<file path="src/rtl/dense_layer_seq.sv">
// dense_layer_seq: fully-connected layer y[j] = act(sum_i x[i]*w[j][i] + b[j]) on one shared multiplier.
// Define DENSE_RELU_EN for a ReLU activation; otherwise the layer is linear.
module dense_layer_seq #(
    parameter int WIDTH = 16,
    parameter int FRAC  = 8,
    parameter int N_IN  = 4,
    parameter int N_OUT = 4,
    parameter int ACC_W = 40
) (
    input  logic                         clk,
    input  logic                         rst,
    input  logic                         in_valid,
    output logic                         in_ready,
    input  logic [N_IN*WIDTH-1:0]        in_data,
    input  logic [N_IN*N_OUT*WIDTH-1:0]  w_data,
    input  logic [N_OUT*WIDTH-1:0]       b_data,
    output logic                         out_valid,
    input  logic                         out_ready,
    output logic [N_OUT*WIDTH-1:0]       out_data,
    output logic                         busy
);
    localparam int IW = N_IN > 1 ? $clog2(N_IN) : 1;
    localparam int JW = N_OUT > 1 ? $clog2(N_OUT) : 1;
    localparam logic signed [ACC_W-1:0] MAXV = (ACC_W'(1) <<< (WIDTH - 1)) - ACC_W'(1);
    localparam logic signed [ACC_W-1:0] MINV = -MAXV - ACC_W'(1);

    generate
        if (ACC_W < 2 * WIDTH + $clog2(N_IN) + 1) begin : g_acc_chk
            $error("dense_layer_seq: ACC_W too small for WIDTH/N_IN");
        end
    endgenerate

    typedef enum logic [1:0] {IDLE, MAC, FIN, DONE} state_t;
    state_t state, state_n;

    logic [N_IN*WIDTH-1:0]       x_r;
    logic [N_IN*N_OUT*WIDTH-1:0] w_r;
    logic [N_OUT*WIDTH-1:0]      b_r, y_r, y_n;
    logic [IW-1:0]               i;
    logic [JW-1:0]               j;
    logic signed [ACC_W-1:0]     acc, sum, t;
    logic signed [WIDTH-1:0]     xi, wi, bj, sat, yv;
    logic signed [2*WIDTH-1:0]   prod;
    logic                        last_i, last_j;

    assign last_i    = i == IW'(N_IN - 1);
    assign last_j    = j == JW'(N_OUT - 1);
    assign in_ready  = state == IDLE && !rst;
    assign out_valid = state == DONE;
    assign busy      = state != IDLE;

    always_comb begin
        xi   = x_r[int'(i)*WIDTH +: WIDTH];
        wi   = w_r[(int'(j)*N_IN + int'(i))*WIDTH +: WIDTH];
        bj   = b_r[int'(j)*WIDTH +: WIDTH];
        prod = xi * wi;
        sum  = acc + (ACC_W'(bj) <<< FRAC);
        t    = sum >>> FRAC;
        sat  = t > MAXV ? MAXV[WIDTH-1:0] : t < MINV ? MINV[WIDTH-1:0] : t[WIDTH-1:0];
`ifdef DENSE_RELU_EN
        yv   = sat[WIDTH-1] ? '0 : sat;
`else
        yv   = sat;
`endif
        y_n  = y_r;
        y_n[int'(j)*WIDTH +: WIDTH] = yv;
        state_n = state == IDLE ? (in_valid ? MAC : IDLE)
                : state == MAC  ? (last_i ? FIN : MAC)
                : state == FIN  ? (last_j ? DONE : MAC)
                : (out_ready ? IDLE : DONE);
    end

    // out_data is only replaced when the final output lands, so it stays stable outside DONE
    always_ff @(posedge clk or posedge rst) begin
        if (rst) begin
            state    <= IDLE;
            x_r      <= '0;
            w_r      <= '0;
            b_r      <= '0;
            y_r      <= '0;
            out_data <= '0;
            i        <= '0;
            j        <= '0;
            acc      <= '0;
        end else begin
            state <= state_n;
            if (state == IDLE && in_valid) begin
                x_r <= in_data;
                w_r <= w_data;
                b_r <= b_data;
                i   <= '0;
                j   <= '0;
                acc <= '0;
            end
            if (state == MAC) begin
                acc <= acc + ACC_W'(prod);
                i   <= last_i ? '0 : i + 1'b1;
            end
            if (state == FIN) begin
                acc <= '0;
                i   <= '0;
                y_r <= y_n;
                if (last_j) out_data <= y_n;
                else j <= j + 1'b1;
            end
        end
    end
endmodule

</file>
<file path="config.mk">
export PLATFORM = sky130hd
export DESIGN_NAME = dense_layer_seq
export DESIGN_NICKNAME = d
export VERILOG_FILES = /design/src/rtl/dense_layer_seq.sv
export SDC_FILE = /design/constraint.sdc
export NUM_CORES = 2
export LEC_CHECK = 0
export ABC_AREA = 0
export CELL_PAD_IN_SITES_DETAIL_PLACEMENT = 1
export CELL_PAD_IN_SITES_GLOBAL_PLACEMENT = 1
export CORE_UTILIZATION = 44
export DETAILED_ROUTE_END_ITERATION = 8
export PLACE_DENSITY = 0.83
export SKIP_LAST_GASP = 1
export SYNTH_ARGS = -nofsm -noshare
export SYNTH_HDL_FRONTEND = slang
export SYNTH_SLANG_ARGS = --single-unit
export TNS_END_PERCENT = 50
</file>
<file path="constraint.sdc">
create_clock -name clk -period 27.5 [get_ports clk]
set_input_delay 5.5 -clock clk [delete_from_list [all_inputs] [get_ports clk]]
set_output_delay 5.5 -clock clk [all_outputs]
set_load 0.02 [all_outputs]
</file>
==> flow_results.xml <==
<?xml version="1.0" encoding="UTF-8"?>
<metrics>
  <group name="yosys">
    <metric name="synth_edf_count" unit="">0</metric>
    <metric name="yosys-mux-area-fraction" unit="%">6.04</metric>
    <metric name="yosys_register_bits" unit="">542</metric>
    <metric name="postSynth.asyncResetShare" unit="%">100</metric>
    <metric name="synth_top_family_by_area" unit="">adder cells</metric>
    <metric name="seq_area_frac_synth" unit="%">35.8</metric>
    <metric name="synth.avg_cell_area" unit="µm²">9.30</metric>
    <metric name="synth_fp_nets" unit="">4953</metric>
    <metric name="yosys-top-cells-area" unit="">sky130_fd_sc_hd__dfrtp_1 (36%), sky130_fd_sc_hd__fa_1 (17%), sky130_fd_sc_hd__nand2_1 (14%), sky130_fd_sc_hd__mux4_2 (5.2%), sky130_fd_sc_hd__ha_1 (5.1%)</metric>
    <metric name="syn-cell-area" unit="mm²">0.0379</metric>
    <metric name="post-synth-top-count-cell" unit="">sky130_fd_sc_hd__nand2_1</metric>
    <metric name="dominantRegCellSynth" unit="">sky130_fd_sc_hd__dfrtp_1</metric>
    <metric name="synthesis.yosys.warnings" unit="">0</metric>
    <metric name="post_synthesis_adder_cell_area_fraction" unit="%">22.6</metric>
    <metric name="synth_top_cells_by_count" unit="">sky130_fd_sc_hd__nand2_1 (1378), sky130_fd_sc_hd__dfrtp_1 (542), sky130_fd_sc_hd__inv_1 (417)</metric>
    <metric name="post_synth_inst_count" unit="">4078</metric>
    <metric name="post_synth_num_cell_types" unit="">70</metric>
    <metric name="synth_compound_gate_area_share" unit="%">8.40</metric>
    <metric name="synth_xor_area_share" unit="%">1.50</metric>
    <metric name="synth_largest_type_area_fraction" unit="%">35.8</metric>
    <metric name="synth_simple_gate_area_share" unit="%">19.4</metric>
    <metric name="synthDominantAreaCellType" unit="">sky130_fd_sc_hd__dfrtp_1</metric>
  </group>
  <group name="floorplan">
    <metric name="core" unit="mm²">0.0853</metric>
    <metric name="io-pin-count" unit="">455</metric>
    <metric name="design.die.area" unit="mm²">0.0874</metric>
    <metric name="chipWidth" unit="µm">296</metric>
    <metric name="floorplan.rows" unit="">107</metric>
    <metric name="die_height" unit="µm">296</metric>
    <metric name="initial_util" unit="%">44.5</metric>
  </group>
  <group name="timing">
    <metric name="fmax" unit="MHz">81.5</metric>
    <metric name="relSlewSlack" unit="%">7.28</metric>
    <metric name="timing_max_transition_violations_final" unit="">0</metric>
    <metric name="setup-tns-final" unit="ps">0</metric>
    <metric name="finalCriticalPeriod" unit="ps">12280</metric>
    <metric name="hold_violations" unit="">0</metric>
    <metric name="setup_violations" unit="">0</metric>
    <metric name="worst_slew_pin_slew" unit="ps">1380</metric>
    <metric name="rsz0062_at_grt" unit="">false</metric>
    <metric name="finalCritPeriodShare" unit="%">44.6</metric>
    <metric name="clock_skew" unit="ps">90.2</metric>
  </group>
  <group name="global_route">
    <metric name="track_usage" unit="%">31.0</metric>
    <metric name="global_route_wire_length_before_repair" unit="µm">206000</metric>
    <metric name="via_count_of_the_first_global_routing_pass" unit="">35377</metric>
    <metric name="global_route.overflow_total" unit="">0</metric>
    <metric name="initial_antenna_violation_count" unit="">22</metric>
    <metric name="maximum_number_of_pins_on_one_net_before_global_route_repair" unit="">221</metric>
  </group>
  <group name="cts">
    <metric name="cts_htree_levels" unit="">2</metric>
    <metric name="clockRootBuffer" unit="">sky130_fd_sc_hd__clkbuf_16</metric>
    <metric name="clkTransAtPathRegs" unit="ps">60</metric>
    <metric name="post_cts.repair.setup_buffers" unit="">0</metric>
    <metric name="clock_latency_reported_for_the_late_side_of_the_worst_skew_pair" unit="ps">700</metric>
    <metric name="cts-root-to-sink-buffers" unit="">3</metric>
    <metric name="clock_tree_from_tritoncts" unit="">built</metric>
    <metric name="cts_hold_buffers" unit="">0</metric>
    <metric name="ctsResizeCount" unit="">0</metric>
    <metric name="cts_sink_count" unit="">542</metric>
    <metric name="cts_buffers" unit="">60</metric>
  </group>
  <group name="critical_path">
    <metric name="timing.critical_path.arrival" unit="ps">6780</metric>
    <metric name="critical_path.top_delay_family" unit="">buffers and inverters</metric>
    <metric name="timing.setup.critical_path_class" unit="">in2out</metric>
    <metric name="critical-path-max-stage-delay" unit="ps">620</metric>
    <metric name="slowest_stage" unit="">sky130_fd_sc_hd__clkdlybuf4s50_1</metric>
    <metric name="data_required_time_at_the_worst_endpoint" unit="ps">22000</metric>
    <metric name="critical_path.n_buffers_inverters" unit="">2</metric>
    <metric name="cp_max_fo" unit="">2</metric>
    <metric name="crit_path_frequent_cell" unit="">sky130_fd_sc_hd__clkdlybuf4s50_1</metric>
    <metric name="crit_path_start_kind" unit="">input port</metric>
    <metric name="crit_chain" unit="">clkdlybuf4s50_1 &gt; nor2_1 &gt; clkdlybuf4s50_1</metric>
    <metric name="critical_path.endpoint_type" unit="">output pin</metric>
  </group>
  <group name="detailed_routing">
    <metric name="drcViolationCount" unit="">0</metric>
    <metric name="dr.pass1.iters" unit="">5</metric>
    <metric name="drt_iter0_markers" unit="">2192</metric>
    <metric name="finalWirelength" unit="µm">132000</metric>
    <metric name="detailroute.via_count" unit="">31692</metric>
    <metric name="routed_via_density" unit="">5.63</metric>
    <metric name="drt-wirelength-per-cell" unit="µm">23.4</metric>
    <metric name="count_of_antenna_violating_nets_left_after_detailed_routing" unit="">0</metric>
  </group>
  <group name="hold_path">
    <metric name="hold_class" unit="">reg2reg</metric>
  </group>
  <group name="run">
    <metric name="timing.max_cap.violations" unit="">0</metric>
  </group>
  <group name="layout">
    <metric name="drive_gt1_share" unit="%">6.13</metric>
    <metric name="post-route-cell-area" unit="mm²">0.0456</metric>
    <metric name="areaGrowthSynthToFinish" unit="%">20.2</metric>
    <metric name="design.final.nets" unit="">5295</metric>
  </group>
  <group name="placement">
    <metric name="placement.cell_area" unit="mm²">0.0435</metric>
    <metric name="gp_congestion" unit="">0.906</metric>
    <metric name="post-dp-hpwl" unit="µm">97500</metric>
    <metric name="portBuffers" unit="">454</metric>
  </group>
  <group name="outcome">
    <metric name="outcome" unit="">completed</metric>
  </group>
</metrics>
per-stage QoR:
| step | instances | worst slack, ps | util [%] | hold slack (ps) |
|---|---|---|---|---|
| global route | 5631 | 15210 | 53.4 | 487 |
| finish | 5631 | 15220 | 53.4 | 472 |
| floorplan | 4078 | 6850 | - | 440 |
| CTS | 5613 | 15230 | 53.4 | 475 |
| global placement | 5502 | 15220 | 51.0 | 453 |
| detailed placement | 5502 | 15220 | 51.0 | 460 |
sequential cells by signal (all words and copies together), names as in the netlist:
register and flops:
i 2, b_r 64, state 2, y_r 48
j 2, w_r 256, acc 40, out_data 64
x_r 64
worst paths after layout:
| check | startpoint | cells after the start | slack (ps) | endpoint |
|---|---|---|---|---|
| worst max-delay path | rst | 3 | 15220 | in_ready |
| worst min-delay path | x_r[30] | 2 | 470 | x_r[30] |
| worst max register to register | i[0] | 26 | 17150 | acc[39] |
| worst min register to register | x_r[30] | 2 | 470 | x_r[30] |
| max in group asynchronous | rst | 5 | 18900 | x_r[57] |
| min in group asynchronous | rst | 2 | 5450 | b_r[37] |
worst register-to-register path, delay by kind of cell, from the launching register on:
family,cells,cell delay (ps)
buf+inv,6,1630
mux,1,490
flops,1,880
compound gates,8,3270
fa+ha+maj,7,3310
simple gates,3,550
xor+xnor,1,130
layer usage:
| layer | vias to the layer above | GRT usage [%] | part of all wire [%] |
|---|---|---|---|
| li1 | 13805 | - | - |
| met1 | 16435 | 37.7 | 38 |
| met2 | 1133 | 54.2 | 51 |
| met3 | 313 | 4.86 | 5.9 |
| met4 | 6 | 14.1 | 4.8 |
| met5 | - | 0 | 0.031 |
area by class of cell:
| cell class | instances | area, µm² |
|---|---|---|
| Multi-Input combinational cell | 2907 | 22000 |
| Fill cell | 9687 | 39700 |
| Clock buffer | 83 | 1720 |
| Sequential cell | 542 | 13600 |
| Inverter | 418 | 1580 |
| Timing Repair Buffer | 491 | 4860 |
| Antenna cell | 18 | 45.0 |
| Tap cell | 1144 | 1430 |
| Clock inverter | 28 | 354 |
cells by family (layout without fill, tap and decap cells):
group / count (synthesis) / count (layout)
fa+ha+maj: 487 / 487
flops: 542 / 542
other cells: 0 / 18
compound gates: 442 / 442
buf+inv: 629 / 1020
xor+xnor: 65 / 65
simple gates: 1796 / 1796
mux: 117 / 117
cell usage in the layout (no fill, tap or decap), types with 12 or more instances in the layout:
cell type | Yosys | routed
sky130_fd_sc_hd__mux4_2 | 88 | 88
sky130_fd_sc_hd__and2_1 | 21 | 20
sky130_fd_sc_hd__nor2b_1 | 24 | 24
sky130_fd_sc_hd__and3_1 | 15 | 15
sky130_fd_sc_hd__a211oi_1 | 13 | 13
sky130_fd_sc_hd__o211ai_1 | 34 | 34
sky130_fd_sc_hd__fa_1 | 331 | 331
sky130_fd_sc_hd__a21oi_1 | 101 | 101
sky130_fd_sc_hd__nand2_1 | 1378 | 1376
sky130_fd_sc_hd__xnor2_1 | 47 | 47
sky130_fd_sc_hd__nand3_1 | 27 | 27
sky130_fd_sc_hd__nand2b_1 | 20 | 20
sky130_fd_sc_hd__clkinv_2 | 0 | 16
sky130_fd_sc_hd__o21ai_0 | 43 | 41
sky130_fd_sc_hd__nor3b_1 | 34 | 33
sky130_fd_sc_hd__mux2i_1 | 14 | 14
sky130_fd_sc_hd__a21o_1 | 31 | 31
sky130_fd_sc_hd__xor2_1 | 18 | 18
sky130_fd_sc_hd__ha_1 | 156 | 156
sky130_fd_sc_hd__clkbuf_8 | 0 | 13
sky130_fd_sc_hd__nor3_1 | 12 | 12
sky130_fd_sc_hd__nor2_1 | 203 | 202
sky130_fd_sc_hd__clkbuf_16 | 0 | 60
sky130_fd_sc_hd__o21ai_1 | 20 | 22
sky130_fd_sc_hd__clkdlybuf4s50_1 | 0 | 454
sky130_fd_sc_hd__dfrtp_1 | 542 | 538
sky130_fd_sc_hd__nand3b_1 | 15 | 15
sky130_fd_sc_hd__a22o_1 | 41 | 41
sky130_fd_sc_hd__mux2_2 | 15 | 15
sky130_fd_sc_hd__a221o_1 | 61 | 61
sky130_fd_sc_hd__o21a_1 | 20 | 20
sky130_fd_sc_hd__a211o_1 | 19 | 19
sky130_fd_sc_hd__inv_1 | 417 | 416
sky130_fd_sc_hd__diode_2 | 0 | 18
sky130_fd_sc_hd__buf_4 | 2 | 34
Power is not shown: default switching activity piles up to over one toggle a cycle in this logic, so the estimate is an artifact.
